<file path="config.mk">
export PLATFORM = sky130hd
export DESIGN_NAME = fp_mult_norm_round
export DESIGN_NICKNAME = d
export VERILOG_FILES = /design/src/rtl/fp_pkg.sv /design/src/rtl/fp_round_inc.sv /design/src/rtl/fp_mult_norm_round.sv
export SDC_FILE = /design/constraint.sdc
export NUM_CORES = 1
export LEC_CHECK = 0
export BUFFER_PORTS_ARGS = -buffer_cell sky130_fd_sc_hd__buf_2
export CELL_PAD_IN_SITES_DETAIL_PLACEMENT = 0
export CELL_PAD_IN_SITES_GLOBAL_PLACEMENT = 1
export CORE_AREA = 2 2 122 89
export CTS_CLUSTER_SIZE = 16
export DETAILED_ROUTE_END_ITERATION = 7
export DIE_AREA = 0 0 124 91
export GPL_ROUTABILITY_DRIVEN = 0
export GPL_TIMING_DRIVEN = 0
export PLACE_DENSITY_LB_ADDON = 0.12
export SYNTH_ARGS = -nofsm -noshare
export SYNTH_HDL_FRONTEND = slang
export SYNTH_SLANG_ARGS = --single-unit
</file>
<file path="constraint.sdc">
create_clock -name clk -period 5.65 [get_ports clk]
set_clock_uncertainty 0.1 [all_clocks]
set_input_delay 1.13 -clock clk [delete_from_list [all_inputs] [get_ports clk]]
set_output_delay 1.13 -clock clk [all_outputs]
set_load 0.03 [all_outputs]
</file>
<file path="src/rtl/fp_pkg.sv">
// rtl/fp_pkg.sv - shared FP32 multiplier datapath constants and types
package fp_pkg;
    localparam int WIDTH      = 32;
    localparam int EXP_WIDTH  = 8;
    localparam int SIG_WIDTH  = 23;
    localparam int BIAS       = 127;
    localparam int PROD_WIDTH = 2 * (SIG_WIDTH + 1);
    localparam int EXPI_WIDTH = EXP_WIDTH + 2;
    localparam int EXP_MAX    = 2 * BIAS + 1;

    localparam logic [1:0] RND_RNE = 2'b00;
    localparam logic [1:0] RND_RTZ = 2'b01;
    localparam logic [1:0] RND_RUP = 2'b10;
    localparam logic [1:0] RND_RDN = 2'b11;

    localparam logic [WIDTH-1:0] QNAN       = 32'h7FC00000;
    localparam logic [WIDTH-2:0] MAX_FINITE = 31'h7F7FFFFF;

    typedef struct packed {
        logic                  sign;
        logic [EXPI_WIDTH-1:0] e;
        logic [SIG_WIDTH-1:0]  frac;
        logic                  g;
        logic                  s;
        logic [1:0]            rnd;
        logic                  nan;
        logic                  inf;
        logic                  zero;
    } norm_t;
endpackage

</file>
<file path="src/rtl/fp_round_inc.sv">
// rtl/fp_round_inc.sv - rounding increment decision for all four rounding modes
module fp_round_inc
    import fp_pkg::*;
(
    input  logic [1:0] rnd,
    input  logic       sign,
    input  logic       lsb,
    input  logic       g,
    input  logic       s,
    output logic       inc
);

    always_comb begin
        inc = 1'b0;
        case (rnd)
            RND_RNE: inc = g & (s | lsb);
            RND_RTZ: inc = 1'b0;
            RND_RUP: inc = !sign & (g | s);
            RND_RDN: inc = sign & (g | s);
            default: inc = 1'b0;
        endcase
    end

endmodule

</file>
<file path="src/rtl/fp_mult_norm_round.sv">
// rtl/fp_mult_norm_round.sv - FP32 multiplier normalize/round stage, 2-deep pipeline
module fp_mult_norm_round
    import fp_pkg::*;
(
    input  logic                  clk,
    input  logic                  rst,
    input  logic                  in_valid,
    output logic                  in_ready,
    input  logic                  in_sign,
    input  logic [EXPI_WIDTH-1:0] in_exp,
    input  logic [PROD_WIDTH-1:0] in_sig,
    input  logic                  in_nan,
    input  logic                  in_inf,
    input  logic                  in_zero,
    input  logic [1:0]            rnd,
    output logic                  out_valid,
    input  logic                  out_ready,
    output logic [WIDTH-1:0]      result,
    output logic                  overflow,
    output logic                  underflow,
    output logic                  inexact
);

    localparam logic [WIDTH-2:0]      INF_MAG = {{EXP_WIDTH{1'b1}}, {SIG_WIDTH{1'b0}}};
    localparam logic [EXPI_WIDTH-1:0] E_OVF   = EXPI_WIDTH'(EXP_MAX);

    logic                  en;
    logic                  s1_valid;
    norm_t                 s1, s1_nxt;
    logic [PROD_WIDTH-2:0] nsig;

    logic                  inc, carry;
    logic [SIG_WIDTH-1:0]  frac_r;
    logic [EXPI_WIDTH-1:0] e_r;
    logic [WIDTH-1:0]      res_nxt;
    logic                  ovf_nxt, unf_nxt, inx_nxt;

    assign en       = !out_valid || out_ready;
    assign in_ready = en;

    // A product in [2,4) is shifted right one place; aligning it here keeps a single slice below.
    always_comb begin
        nsig         = in_sig[PROD_WIDTH-1] ? in_sig[PROD_WIDTH-2:0]
                                            : {in_sig[PROD_WIDTH-3:0], 1'b0};
        s1_nxt.sign  = in_sign;
        s1_nxt.e     = in_exp + {{(EXPI_WIDTH-1){1'b0}}, in_sig[PROD_WIDTH-1]};
        s1_nxt.frac  = nsig[PROD_WIDTH-2 -: SIG_WIDTH];
        s1_nxt.g     = nsig[PROD_WIDTH-2-SIG_WIDTH];
        s1_nxt.s     = |nsig[PROD_WIDTH-3-SIG_WIDTH:0];
        s1_nxt.rnd   = rnd;
        s1_nxt.nan   = in_nan;
        s1_nxt.inf   = in_inf;
        s1_nxt.zero  = in_zero;
    end

    fp_round_inc u_round_inc (
        .rnd  (s1.rnd),
        .sign (s1.sign),
        .lsb  (s1.frac[0]),
        .g    (s1.g),
        .s    (s1.s),
        .inc  (inc)
    );

    always_comb begin
        {carry, frac_r} = {1'b0, s1.frac} + {{SIG_WIDTH{1'b0}}, inc};
        e_r     = s1.e + {{(EXPI_WIDTH-1){1'b0}}, carry};
        res_nxt = {s1.sign, e_r[EXP_WIDTH-1:0], frac_r};
        ovf_nxt = 1'b0;
        unf_nxt = 1'b0;
        inx_nxt = s1.g | s1.s;
        if (s1.nan) begin
            res_nxt = QNAN;
            inx_nxt = 1'b0;
        end else if (s1.inf) begin
            res_nxt = {s1.sign, INF_MAG};
            inx_nxt = 1'b0;
        end else if (s1.zero) begin
            res_nxt = {s1.sign, {(WIDTH-1){1'b0}}};
            inx_nxt = 1'b0;
        end else if (s1.e[EXPI_WIDTH-1] || s1.e == '0) begin
            // Underflow judged on the pre-round exponent: no rounding up into the normal range.
            res_nxt = {s1.sign, {(WIDTH-1){1'b0}}};
            unf_nxt = 1'b1;
            inx_nxt = 1'b1;
        end else if (!e_r[EXPI_WIDTH-1] && e_r >= E_OVF) begin
            ovf_nxt = 1'b1;
            inx_nxt = 1'b1;
            case (s1.rnd)
                RND_RNE: res_nxt = {s1.sign, INF_MAG};
                RND_RTZ: res_nxt = {s1.sign, MAX_FINITE};
                RND_RUP: res_nxt = {s1.sign, s1.sign ? MAX_FINITE : INF_MAG};
                default: res_nxt = {s1.sign, s1.sign ? INF_MAG : MAX_FINITE};
            endcase
        end
    end

    always_ff @(posedge clk or posedge rst) begin
        if (rst) begin
            s1_valid  <= 1'b0;
            s1        <= '0;
            out_valid <= 1'b0;
            result    <= '0;
            overflow  <= 1'b0;
            underflow <= 1'b0;
            inexact   <= 1'b0;
        end else if (en) begin
            s1_valid  <= in_valid;
            s1        <= s1_nxt;
            out_valid <= s1_valid;
            result    <= res_nxt;
            overflow  <= ovf_nxt;
            underflow <= unf_nxt;
            inexact   <= inx_nxt;
        end
    end

endmodule
</file>
==> out/summary.txt <==
SYNTH
-----------------------------------------------------------------------------------------
Yosys cell types                                                                       50
Proportion of register bits with asynchronous set or reset after synthesis         100.0%
Sequential fraction of the synthesis area                                          45.99%
Number of standard cells after synthesis                                              450
Number of synthesis warnings                                                            0
Mean instance size in the synthesized netlist                                   9.431 um2
Count of flip-flops with a built-in enable after synthesis                              0
Commonest register cell after synthesis                                           dfrtp_1
Post-Synthesis Cell Area                                                         4244 um2
Post-Synthesis Net Count                                                              524
Seq cells post-synth                                                                   78

PWR
-----------------------------------------------------------------------------------------
Part of the power in the clock network                                              31.4%
NetSw                                                                         0.0005402 W
Portion of total power attributed to combinational logic                            25.3%
Internal Power                                                                 0.001090 W
Pwr Density                                                                  312.6 nW/um2
VDD IR max                                                                       151.6 uV
Switch share                                                                       33.13%
Part of the total power dissipated in sequential elements                           43.3%
Total leakage power                                                              2.459 nW

CLOCK TREE
-----------------------------------------------------------------------------------------
Clock tree from TritonCTS                                                           built
CTS buffer count                                                                        9
Source-to-sink clock delay at the later pin of the worst-skew pair                 340 ps
Clock slew at the register clock pins of the worst setup and hold paths             50 ps
Root Buffer                                                                     clkbuf_16
CTS HTree Levels                                                                        3
CTS sink cnt                                                                           78
Post-cts repair resize count                                                            0
Number of buffers on the longest clock path                                             2
Post-CTS Setup Repair Bufs                                                              0
Hold-fix buffers at CTS                                                                 0

STA
-----------------------------------------------------------------------------------------
Worst max-slew margin expressed relative to the limit                              38.65%
RSZ-0062 raised after global routing                                                false
Transition time at the pin with the least slew margin                            910.7 ps
Number of setup violations in the final report                                          0
Final Hold Violating Endpoints                                                          0
Number of slew-limit violations in the final report                                     0
Worst-case setup margin in the final layout                                      689.1 ps
Final clock period utilization by the worst path                                   87.80%
Max Fclk                                                                        201.6 MHz
Fin crit period                                                                   4961 ps
Sum Neg Setup Slack                                                                  0 ps

DETAILED ROUTING
-----------------------------------------------------------------------------------------
Routed wire per std cell                                                         16.07 um
Wire length reported by the detailed router                                      11270 um
First-pass DRT Iterations                                                               4
Post-detailed-route DRC marker count                                                    0
Detailed-route via count                                                             3689
Vias per Instance                                                                   5.262
Number of DRC markers in iteration 0                                                  148
Count of nets left with antenna violations after detail routing                         0

PLACE
-----------------------------------------------------------------------------------------
HPWL after detailed placement                                                     8686 um
Number of input and output port buffers inserted                                      104
Place WS                                                                         687.7 ps

GLOBAL ROUTING
-----------------------------------------------------------------------------------------
Total Routing Usage GR                                                             20.94%
Global-route wire length before repair                                           18110 um
Overflow left after global routing                                                      0
Number of global-route vias before repair                                            3558
Antenna violations before repair                                                        0
Pin count of the biggest net entering global routing                                   67

MIN PATH
-----------------------------------------------------------------------------------------
Classification of the worst-slack hold path                                  flip-flop to flip-flop

FLOW RUN
-----------------------------------------------------------------------------------------
Max-cap viol count                                                                      0

RUN STATUS
-----------------------------------------------------------------------------------------
Status                                                                          completed

LAYOUT
-----------------------------------------------------------------------------------------
Diodes inserted                                                                         0
Leading cell type in the layout, fill and taps excluded                             buf_2
Area growth from synthesis to layout                                               22.91%
Most used cells in the layout excluding fill and tap cells                   buf_2 (106), nand2_1 (95), dfrtp_1 (78)
Share of post-route cells with drive strength above 1                              23.73%
Nets@finish                                                                           640

FLOORPLANNING
-----------------------------------------------------------------------------------------
Effective utilization at floorplan                                                 42.08%
Total die area                                                                  11280 um2
Total I/O pin count                                                                   105
Rows                                                                                   31
Die height                                                                          91 um
Area of the core region                                                         10080 um2
Die Wd                                                                             124 um

WORST SETUP PATH
-----------------------------------------------------------------------------------------
Endpoint kind of the worst setup timing path                                    flip-flop
Critical-path cell with the highest stage delay                                    nor4_1
Slowest Stage Delay on Critical Path                                               530 ps
Maximum fanout encountered on the critical timing path                                 10
Arrival time of data at the critical path endpoint                                5040 ps
Type of origin of the critical path                                             flip-flop
Crit path top cell by count                                                          ha_1
Critical path type                                                           flip-flop to flip-flop
Worst path cell trace                                                        nor2b_1 -> o22ai_1 -> a221oi_1 -> ha_1 -> nand4_1 -> or2_2 -> nor4_1 -> ha_1 -> clkbuf_1 -> nand2_1 -> o31a_1 -> or2_1 -> o211ai_4 -> buf_6 -> mux2i_1 -> a21oi_1
Worst endpoint required time                                                      5730 ps

[critical path: cells and delay by family, from the launching register on]
family                   cells  cell delay (ps)
flip-flops                   1              430
multiplexers                 1              210
buffers and inverters        2              510
AND/OR/NAND/NOR              6             1890
adder cells (fa/ha/maj)      2              590
AO/OA/AOI/OAI                5             1070
[path summary, 6_finish.rpt]
check,cells after the start,slack (ps),endpoint,from
worst max-delay path,16,690,result[23],s1[3]
worst min-delay path,2,360,s1_valid,s1_valid
worst max register to register,16,690,result[23],s1[3]
worst min register to register,2,360,s1_valid,s1_valid
max in group asynchronous,3,4270,result[16],rst
min in group asynchronous,2,610,s1[36],rst
[stage by stage]
step                      total power (W)  hold WS, ps  utilization (%)  area (um2)  cells
after global placement           0.001115        341.8            48.88        4930    686
after floorplan                 0.0009834        330.0                -        4244    450
final                            0.001631        364.3            51.72        5216    701
after CTS                        0.001641        365.7            51.72        5216    701
after detailed placement         0.001129        352.5            49.18        4960    687
after global routing             0.001720        376.7            51.72        5216    701
[Yosys cell counts (all sizes together), types with 2 or more instances]
cell type  instances  area (um2)
inv                7       26.28
clkbuf            17       63.81
nand3             17       85.08
or2                3       18.77
a31oi              8       50.05
a22o              24       210.2
nor2               7       26.28
nand2b             4       25.02
nor4              10       62.56
nand2             95       356.6
mux2i             25       250.2
o211ai             2       28.78
nor3              10       55.05
buf               12       81.32
nor2b              3       18.77
nand4              7       56.30
a21oi              4       31.28
xnor2             21       183.9
dfrtp             78        1952
ha                 6       75.07
o22ai              2       12.51
and4               3       26.28
o21ai             47       235.2
a41o               2       20.02
and3               5       31.28
xor2              16       140.1
[state kept, by name, indices dropped and copies added, names as in the netlist]
register / flops
s1_valid: 1
inexact: 1
result: 32
underflow: 1
s1: 41
out_valid: 1
overflow: 1
[area by class of cell]
cell class	count	area, um2
plain buffers	29	145.1
clock buffers	12	246.5
clock inverters	2	10.01
fillers	991	4868
inverters	7	28.78
multi-input cells	336	2121
flip-flops and latches	78	1952
well taps	132	165.2
repair buffers	105	548.0
[power by group through the flow]
stage	sequential, W	combinational, W	clock [W]
2_1_floorplan	0.000764	0.000220	0
3_3_place_gp	0.000710	0.000405	0
3_5_place_dp	0.000713	0.000415	0
4_1_cts	0.000704	0.000416	0.000521
5_1_grt	0.000716	0.000458	0.000546
6_report	0.000706	0.000412	0.000512
[kinds of logic after synthesis]
group                    after synthesis  share of synthesized area (%)
buffers and inverters                 36                          4.039
multiplexers                          25                          5.896
XOR/XNOR                              37                          7.636
AO/OA/AOI/OAI                         99                          15.86
AND/OR/NAND/NOR                      169                          18.81
adder cells (fa/ha/maj)                6                          1.769
flip-flops                            78                          45.99
[per-layer routing]
layer | global-route usage, % | vias to the layer above | wire, um
met4 | 3.464 | 0 | 69
met5 | 0 | - | 0
li1 | - | 1819 | -
met1 | 30.93 | 1745 | 5625
met3 | 6.972 | 6 | 784
met2 | 30.22 | 119 | 4788
Power figures use the tool's default switching activity.
